### config.mk
export PLATFORM = sky130hd
export DESIGN_NAME = micro_ctrl
export DESIGN_NICKNAME = d
export VERILOG_FILES = /design/src/rtl/micro_ctrl_pkg.sv /design/src/rtl/micro_ctrl_pc_en_gen.sv /design/src/rtl/micro_ctrl.sv
export SDC_FILE = /design/constraint.sdc
export NUM_CORES = 1
export LEC_CHECK = 0
export CAP_MARGIN = 40
export CORE_ASPECT_RATIO = 1.4
export CORE_MARGIN = 3
export CORE_UTILIZATION = 35
export DETAILED_ROUTE_END_ITERATION = 10
export HOLD_SLACK_MARGIN = 0.08
export SLEW_MARGIN = 20
export SYNTH_ARGS = -nofsm -noshare
export SYNTH_HDL_FRONTEND = slang
export SYNTH_SLANG_ARGS = --single-unit
### constraint.sdc
create_clock -name clk -period 4 [get_ports clk]
set_clock_uncertainty 0.2 [all_clocks]
set_input_delay 0.6 -clock clk [delete_from_list [all_inputs] [get_ports clk]]
set_output_delay 0.6 -clock clk [all_outputs]
set_load 0.005 [all_outputs]
### src/rtl/micro_ctrl_pkg.sv
// Shared types and constants for the micro_ctrl UART loader/sequencer.
package micro_ctrl_pkg;

    typedef enum logic [2:0] {
        IDLE,
        LD_CNT,
        LD_HI,
        LD_LO,
        CPU_RST,
        RUN,
        HALTED
    } mc_state_t;

    localparam logic [7:0] CMD_LOAD   = 8'hA5;
    localparam logic [7:0] CMD_RUN    = 8'h52;
    localparam logic [7:0] CMD_PAUSE  = 8'h50;
    localparam logic [7:0] CMD_STEP   = 8'h53;
    localparam logic [7:0] CMD_RSTCPU = 8'h5A;

    // Word count register must hold 256 (count byte 0)
    localparam int unsigned CNT_W  = 9;
    localparam int unsigned BYTE_W = 8;

    // Counter width for a divide-by-div counter, never below one bit
    function automatic int unsigned div_cnt_w(input int unsigned div);
        return (div > 2) ? $clog2(div) : 1;
    endfunction

endpackage

### src/rtl/micro_ctrl_pc_en_gen.sv
// PCenable divider: counts 0..EN_DIV-1 while enabled and flags the cycle
// before the count reaches EN_DIV-1, so the registered pulse lands on it.
module pc_en_gen
    import micro_ctrl_pkg::*;
#(
    parameter int unsigned EN_DIV = 3
) (
    input  logic clk,
    input  logic reset,
    input  logic clear,
    input  logic enable,
    output logic pulse_c
);

    localparam int unsigned CW = div_cnt_w(EN_DIV);

    logic [CW-1:0] cnt;

    always_ff @(posedge clk) begin
        if (reset || clear) begin
            cnt <= '0;
        end else if (enable) begin
            cnt <= (cnt == CW'(EN_DIV - 1)) ? '0 : cnt + CW'(1);
        end
    end

    assign pulse_c = enable && (cnt == CW'(EN_DIV - 2));

endmodule

### src/rtl/micro_ctrl.sv
// UART byte-stream loader and run/pause/step/halt sequencer for the micro core.
module micro_ctrl
    import micro_ctrl_pkg::*;
#(
    parameter int unsigned       WIDTH          = 16,
    parameter int unsigned       IRAM_ADDR_BITS = 8,
    parameter int unsigned       EN_DIV         = 3,
    parameter logic [WIDTH-1:0]  HALT_INSTR     = 16'hC000
) (
    input  logic                      clk,
    input  logic                      reset,
    input  logic [BYTE_W-1:0]         rx_data,
    input  logic                      rx_valid,
    input  logic [WIDTH-1:0]          monInstr,
    output logic [IRAM_ADDR_BITS-1:0] iram_wa,
    output logic                      iram_wen,
    output logic [WIDTH-1:0]          iram_din,
    output logic                      cpu_reset,
    output logic                      PCenable,
    output logic                      running,
    output logic                      halted,
    output logic                      loading
);

    mc_state_t                 state, state_nxt;
    logic [IRAM_ADDR_BITS-1:0] addr, addr_nxt;
    logic [CNT_W-1:0]          remain, remain_nxt;
    logic [BYTE_W-1:0]         hi_byte, hi_nxt;
    logic                      rst_phase, rst_phase_nxt;
    logic [IRAM_ADDR_BITS-1:0] wa_nxt;
    logic [WIDTH-1:0]          din_nxt;
    logic                      wen_nxt;
    logic                      pc_nxt;
    logic                      div_pulse_c;
    logic                      halt_c;

    assign halt_c = (monInstr == HALT_INSTR);

    pc_en_gen #(
        .EN_DIV (EN_DIV)
    ) u_pc_en_gen (
        .clk     (clk),
        .reset   (reset),
        .clear   (state != RUN),
        .enable  (state == RUN),
        .pulse_c (div_pulse_c)
    );

    // State and registered outputs; outputs follow the next state
    always_ff @(posedge clk) begin
        if (reset) begin
            state     <= IDLE;
            addr      <= '0;
            remain    <= '0;
            hi_byte   <= '0;
            rst_phase <= 1'b0;
            iram_wa   <= '0;
            iram_din  <= '0;
            iram_wen  <= 1'b0;
            cpu_reset <= 1'b0;
            PCenable  <= 1'b0;
            running   <= 1'b0;
            halted    <= 1'b0;
            loading   <= 1'b0;
        end else begin
            state     <= state_nxt;
            addr      <= addr_nxt;
            remain    <= remain_nxt;
            hi_byte   <= hi_nxt;
            rst_phase <= rst_phase_nxt;
            iram_wa   <= wa_nxt;
            iram_din  <= din_nxt;
            iram_wen  <= wen_nxt;
            cpu_reset <= (state_nxt == CPU_RST);
            PCenable  <= pc_nxt;
            running   <= (state_nxt == RUN);
            halted    <= (state_nxt == HALTED);
            loading   <= (state_nxt == LD_CNT) || (state_nxt == LD_HI) ||
                         (state_nxt == LD_LO);
        end
    end

    // Next-state, byte assembly and output decisions
    always_comb begin
        state_nxt     = state;
        addr_nxt      = addr;
        remain_nxt    = remain;
        hi_nxt        = hi_byte;
        rst_phase_nxt = 1'b0;
        wa_nxt        = iram_wa;
        din_nxt       = iram_din;
        wen_nxt       = 1'b0;
        pc_nxt        = 1'b0;

        case (state)
            IDLE: begin
                if (rx_valid) begin
                    case (rx_data)
                        CMD_LOAD:   state_nxt = LD_CNT;
                        CMD_RUN:    state_nxt = RUN;
                        CMD_STEP:   pc_nxt    = 1'b1;
                        CMD_RSTCPU: state_nxt = CPU_RST;
                        default:    ;
                    endcase
                end
            end
            LD_CNT: begin
                if (rx_valid) begin
                    remain_nxt = (rx_data == 8'd0) ? CNT_W'(256) : CNT_W'(rx_data);
                    addr_nxt   = '0;
                    state_nxt  = LD_HI;
                end
            end
            LD_HI: begin
                if (rx_valid) begin
                    hi_nxt    = rx_data;
                    state_nxt = LD_LO;
                end
            end
            LD_LO: begin
                if (rx_valid) begin
                    wen_nxt    = 1'b1;
                    wa_nxt     = addr;
                    din_nxt    = WIDTH'({hi_byte, rx_data});
                    addr_nxt   = addr + IRAM_ADDR_BITS'(1);
                    remain_nxt = remain - CNT_W'(1);
                    state_nxt  = (remain == CNT_W'(1)) ? CPU_RST : LD_HI;
                end
            end
            CPU_RST: begin
                rst_phase_nxt = 1'b1;
                if (rst_phase) begin
                    state_nxt = IDLE;
                end
            end
            RUN: begin
                // Accepted commands win over halt so no command byte is lost
                if (rx_valid && (rx_data == CMD_LOAD)) begin
                    state_nxt = LD_CNT;
                end else if (rx_valid && (rx_data == CMD_PAUSE)) begin
                    state_nxt = IDLE;
                end else if (rx_valid && (rx_data == CMD_RSTCPU)) begin
                    state_nxt = CPU_RST;
                end else if (halt_c) begin
                    state_nxt = HALTED;
                end else begin
                    pc_nxt = div_pulse_c;
                end
            end
            HALTED: begin
                if (rx_valid && (rx_data == CMD_LOAD)) begin
                    state_nxt = LD_CNT;
                end else if (rx_valid && (rx_data == CMD_RSTCPU)) begin
                    state_nxt = CPU_RST;
                end
            end
            default: state_nxt = IDLE;
        endcase
    end

endmodule
==> out/results.txt <==
outcome: completed
Worst path most repeated cell: or4_4
I/O pins: 57
Critical Path Start: rx_data[2]
cells resized by post-CTS repair: 0
Worst-Skew Late Latency: 350 ps
# diodes: 0
top_reg_cell synth: dfxtp_1
die width: 79.8 µm
worst vdd ir: 232 µV
register bit count reported by yosys: 61
Arr. time, crit path: 2970 ps
DIE AREA: 8720 µm²
Core Box Area: 7360 µm²
drt first-iter violations: 147
row count: 37
FFs w/ async S/R, synth: 0
Layout Utilization: 0.470
post-DR wirelength/cell: 14.5 µm
H-tree depth: 3
GRT overflow: 0
Setup Buffers After CTS: 0
MaxCap Viol Count: 0
compound-cell area share of the yosys netlist: 0.144
R2R Setup Slk: 1440 ps
Area Growth Syn to Fin: 29.6%
DIE HEIGHT: 109 µm
proportion of synthesized area in mux cells: 0.0375
nets@finish: 404
top post-synthesis cells by count: dfxtp_1, nand2_1, nor2_1, a21oi_1, clkbuf_1
post-synthesis cell count: 320
layout cells sized above 1: 0.0792
EDFF count, synth: 0
CTS tree: yes
GRT Overall Usage: 0.167
net count after synthesis: 350
Slew Limit Fails: 0
Final Hold Viols: 0
Root Driver: clkbuf_8
RSZ-0062 raised after global routing: false
DRT Pass-1 Iters: 4
startpoint types: primary input
FF-to-FF Start: state[1]
Sink Count: 61
Synth top area share: 0.458
Final Cycle Share: 0.732
Post-Syn Area: 2670 µm²
hold_sp: u_pc_en_gen.cnt[0]
DP Wirelength: 4740 µm
cell at the slowest stage of the critical path: clkdlybuf4s50_1
pwr dens: 324 nW/µm²
post-synth top area cell: dfxtp_1
top post-synthesis cells by area: dfxtp_1, nand2_1, a21oi_1, nor2_1, mux2i_1
maximum net fanout on the critical path: 5
vias per inst: 5.07
hold path depth: 1
initial antenna violation count: 0
initial core utilization: 0.362
setup TNS: 0 ps
sequential area share after synthesis: 0.458
Synth Area in XOR/XNOR: 0.0295
clock buffer count from CTS: 9
RePlAce Congestion: 0.909
Setup Crit Path Kind: in2reg
Post-Syn Area per Cell: 8.34 µm²
clk slew on worst S/H paths: 70 ps
Routed Wire Length: 6880 µm
Adder-Cell Fraction of Synth Area: 0.0141
pin count of the biggest net entering global routing: 52
global-route wire length before repair: 11100 µm
worst slew pin tran: 761 ps
worst hold endpoint: u_pc_en_gen.cnt[0]
CP Cell Sequence: clkdlybuf4s50_1 -> or3_1 -> or4_4 -> o311a_1 -> or4_4 -> and4_1
Filler Cells Inserted: 747
hold_buf cts: 0
Achievable Freq: 341 MHz
Tmin final: 2930 ps
crit path capture type: register
CP required: 4040 ps
vias in the first global route: 2300
most frequent cell after synthesis: dfxtp_1
Final Setup Violations: 0
ANT nets after route: 0
HP Class: reg2reg
R2R cell count: 6
largest family of logic cells by synthesized area: simple AND/OR/NAND/NOR gates
CTS max path bufs: 2
max_slew headroom: 0.491
count of cell types in the netlist: 47
via count: 2412
Reg2Reg Capture Point: cpu_reset
static leakage: 1.20 nW
Synth Area in Simple Gates: 0.273
DRC viols: 0
# port buffers: 56
crit-path max cell delay: 510 ps
yosys synthesis warning count: 0
-- power by group --
group | leakage, nW | total (W) | switching (W) | internal, W
Clock | 0.0784 | 0.000456 | 0.000232 | 0.000224
Sequential | 0.491 | 0.000608 | 0.000000601 | 0.000608
Combinational | 0.633 | 0.0000553 | 0.0000268 | 0.0000285
Total | 1.20 | 0.00112 | 0.000260 | 0.000860
-- worst max path at each step --
| stage | depth (start not counted) | end |
|---|---|---|
| after floorplan | 5 | cpu_reset |
| after global placement | 6 | cpu_reset |
| after detailed placement | 6 | cpu_reset |
| after CTS | 6 | cpu_reset |
| after global routing | 6 | cpu_reset |
| final | 6 | cpu_reset |
-- state kept, by name (all words and copies together), names as in the netlist, 2 cells and up --
| name | flops |
|---|---|
| iram_wa | 8 |
| addr | 8 |
| hi_byte | 8 |
| remain | 9 |
| iram_din | 16 |
| u_pc_en_gen.cnt | 2 |
| state | 3 |
-- critical path, delay by kind of cell --
kind | cells | cell delay (ps)
buffers and inverters | 1 | 510
AND/OR/NAND/NOR | 4 | 1530
AO/OA/AOI/OAI | 1 | 330
-- cells in the final DEF, fill, tap and decap left out, types with 4 or more instances in the layout --
cell,netlist,routed
nor4_1,6,6
nor3b_1,5,5
a211oi_1,5,5
nor2_1,38,38
dfxtp_1,61,61
or4_1,4,4
mux2i_1,10,10
o21ai_0,6,6
clkdlybuf4s50_1,0,55
a21oi_1,34,34
inv_1,5,5
buf_4,0,5
clkbuf_8,2,9
xor2_1,7,7
clkbuf_1,16,5
nand3_1,8,8
nand2_1,60,60
nor3_1,5,4
nand4_1,4,4
-- final cells by class --
class / count / area, µm² / area share
multi-input combinational: 234 / 1340 / 0.388
sequential: 61 / 1220 / 0.353
timing repair buffer: 62 / 598 / 0.173
clock buffer: 14 / 143 / 0.0412
tap: 97 / 121 / 0.0351
inverter: 6 / 22.5 / 0.00651
clock inverter: 2 / 10.0 / 0.00289
-- kinds of logic after synthesis --
kind of cell / after synthesis
flip-flops: 61
buffers and inverters: 25
multiplexers: 10
AND/OR/NAND/NOR: 151
adder cells (fa/ha/maj): 3
XOR/XNOR: 9
AO/OA/AOI/OAI: 61
-- per-layer routing --
layer  vias up  wire (µm)  GRT usage
met5         -          0          0
met3        13        361     0.0459
li1       1220          -          -
met4         0        201      0.100
met2        57       3180      0.271
met1      1122       3130      0.195
-- stage by stage --
stage | cells | cell area (µm²) | power (W) | setup WS [ps] | hold slack, ps
after global placement | 459 | 3300 | 0.000676 | 761 | 220
final | 476 | 3460 | 0.00112 | 1070 | 237
after global routing | 476 | 3460 | 0.00116 | 1010 | 271
after floorplan | 320 | 2670 | 0.000640 | 1350 | 207
after CTS | 476 | 3460 | 0.00113 | 1090 | 241
after detailed placement | 460 | 3310 | 0.000677 | 729 | 231
(Power assumes the default switching activity.)
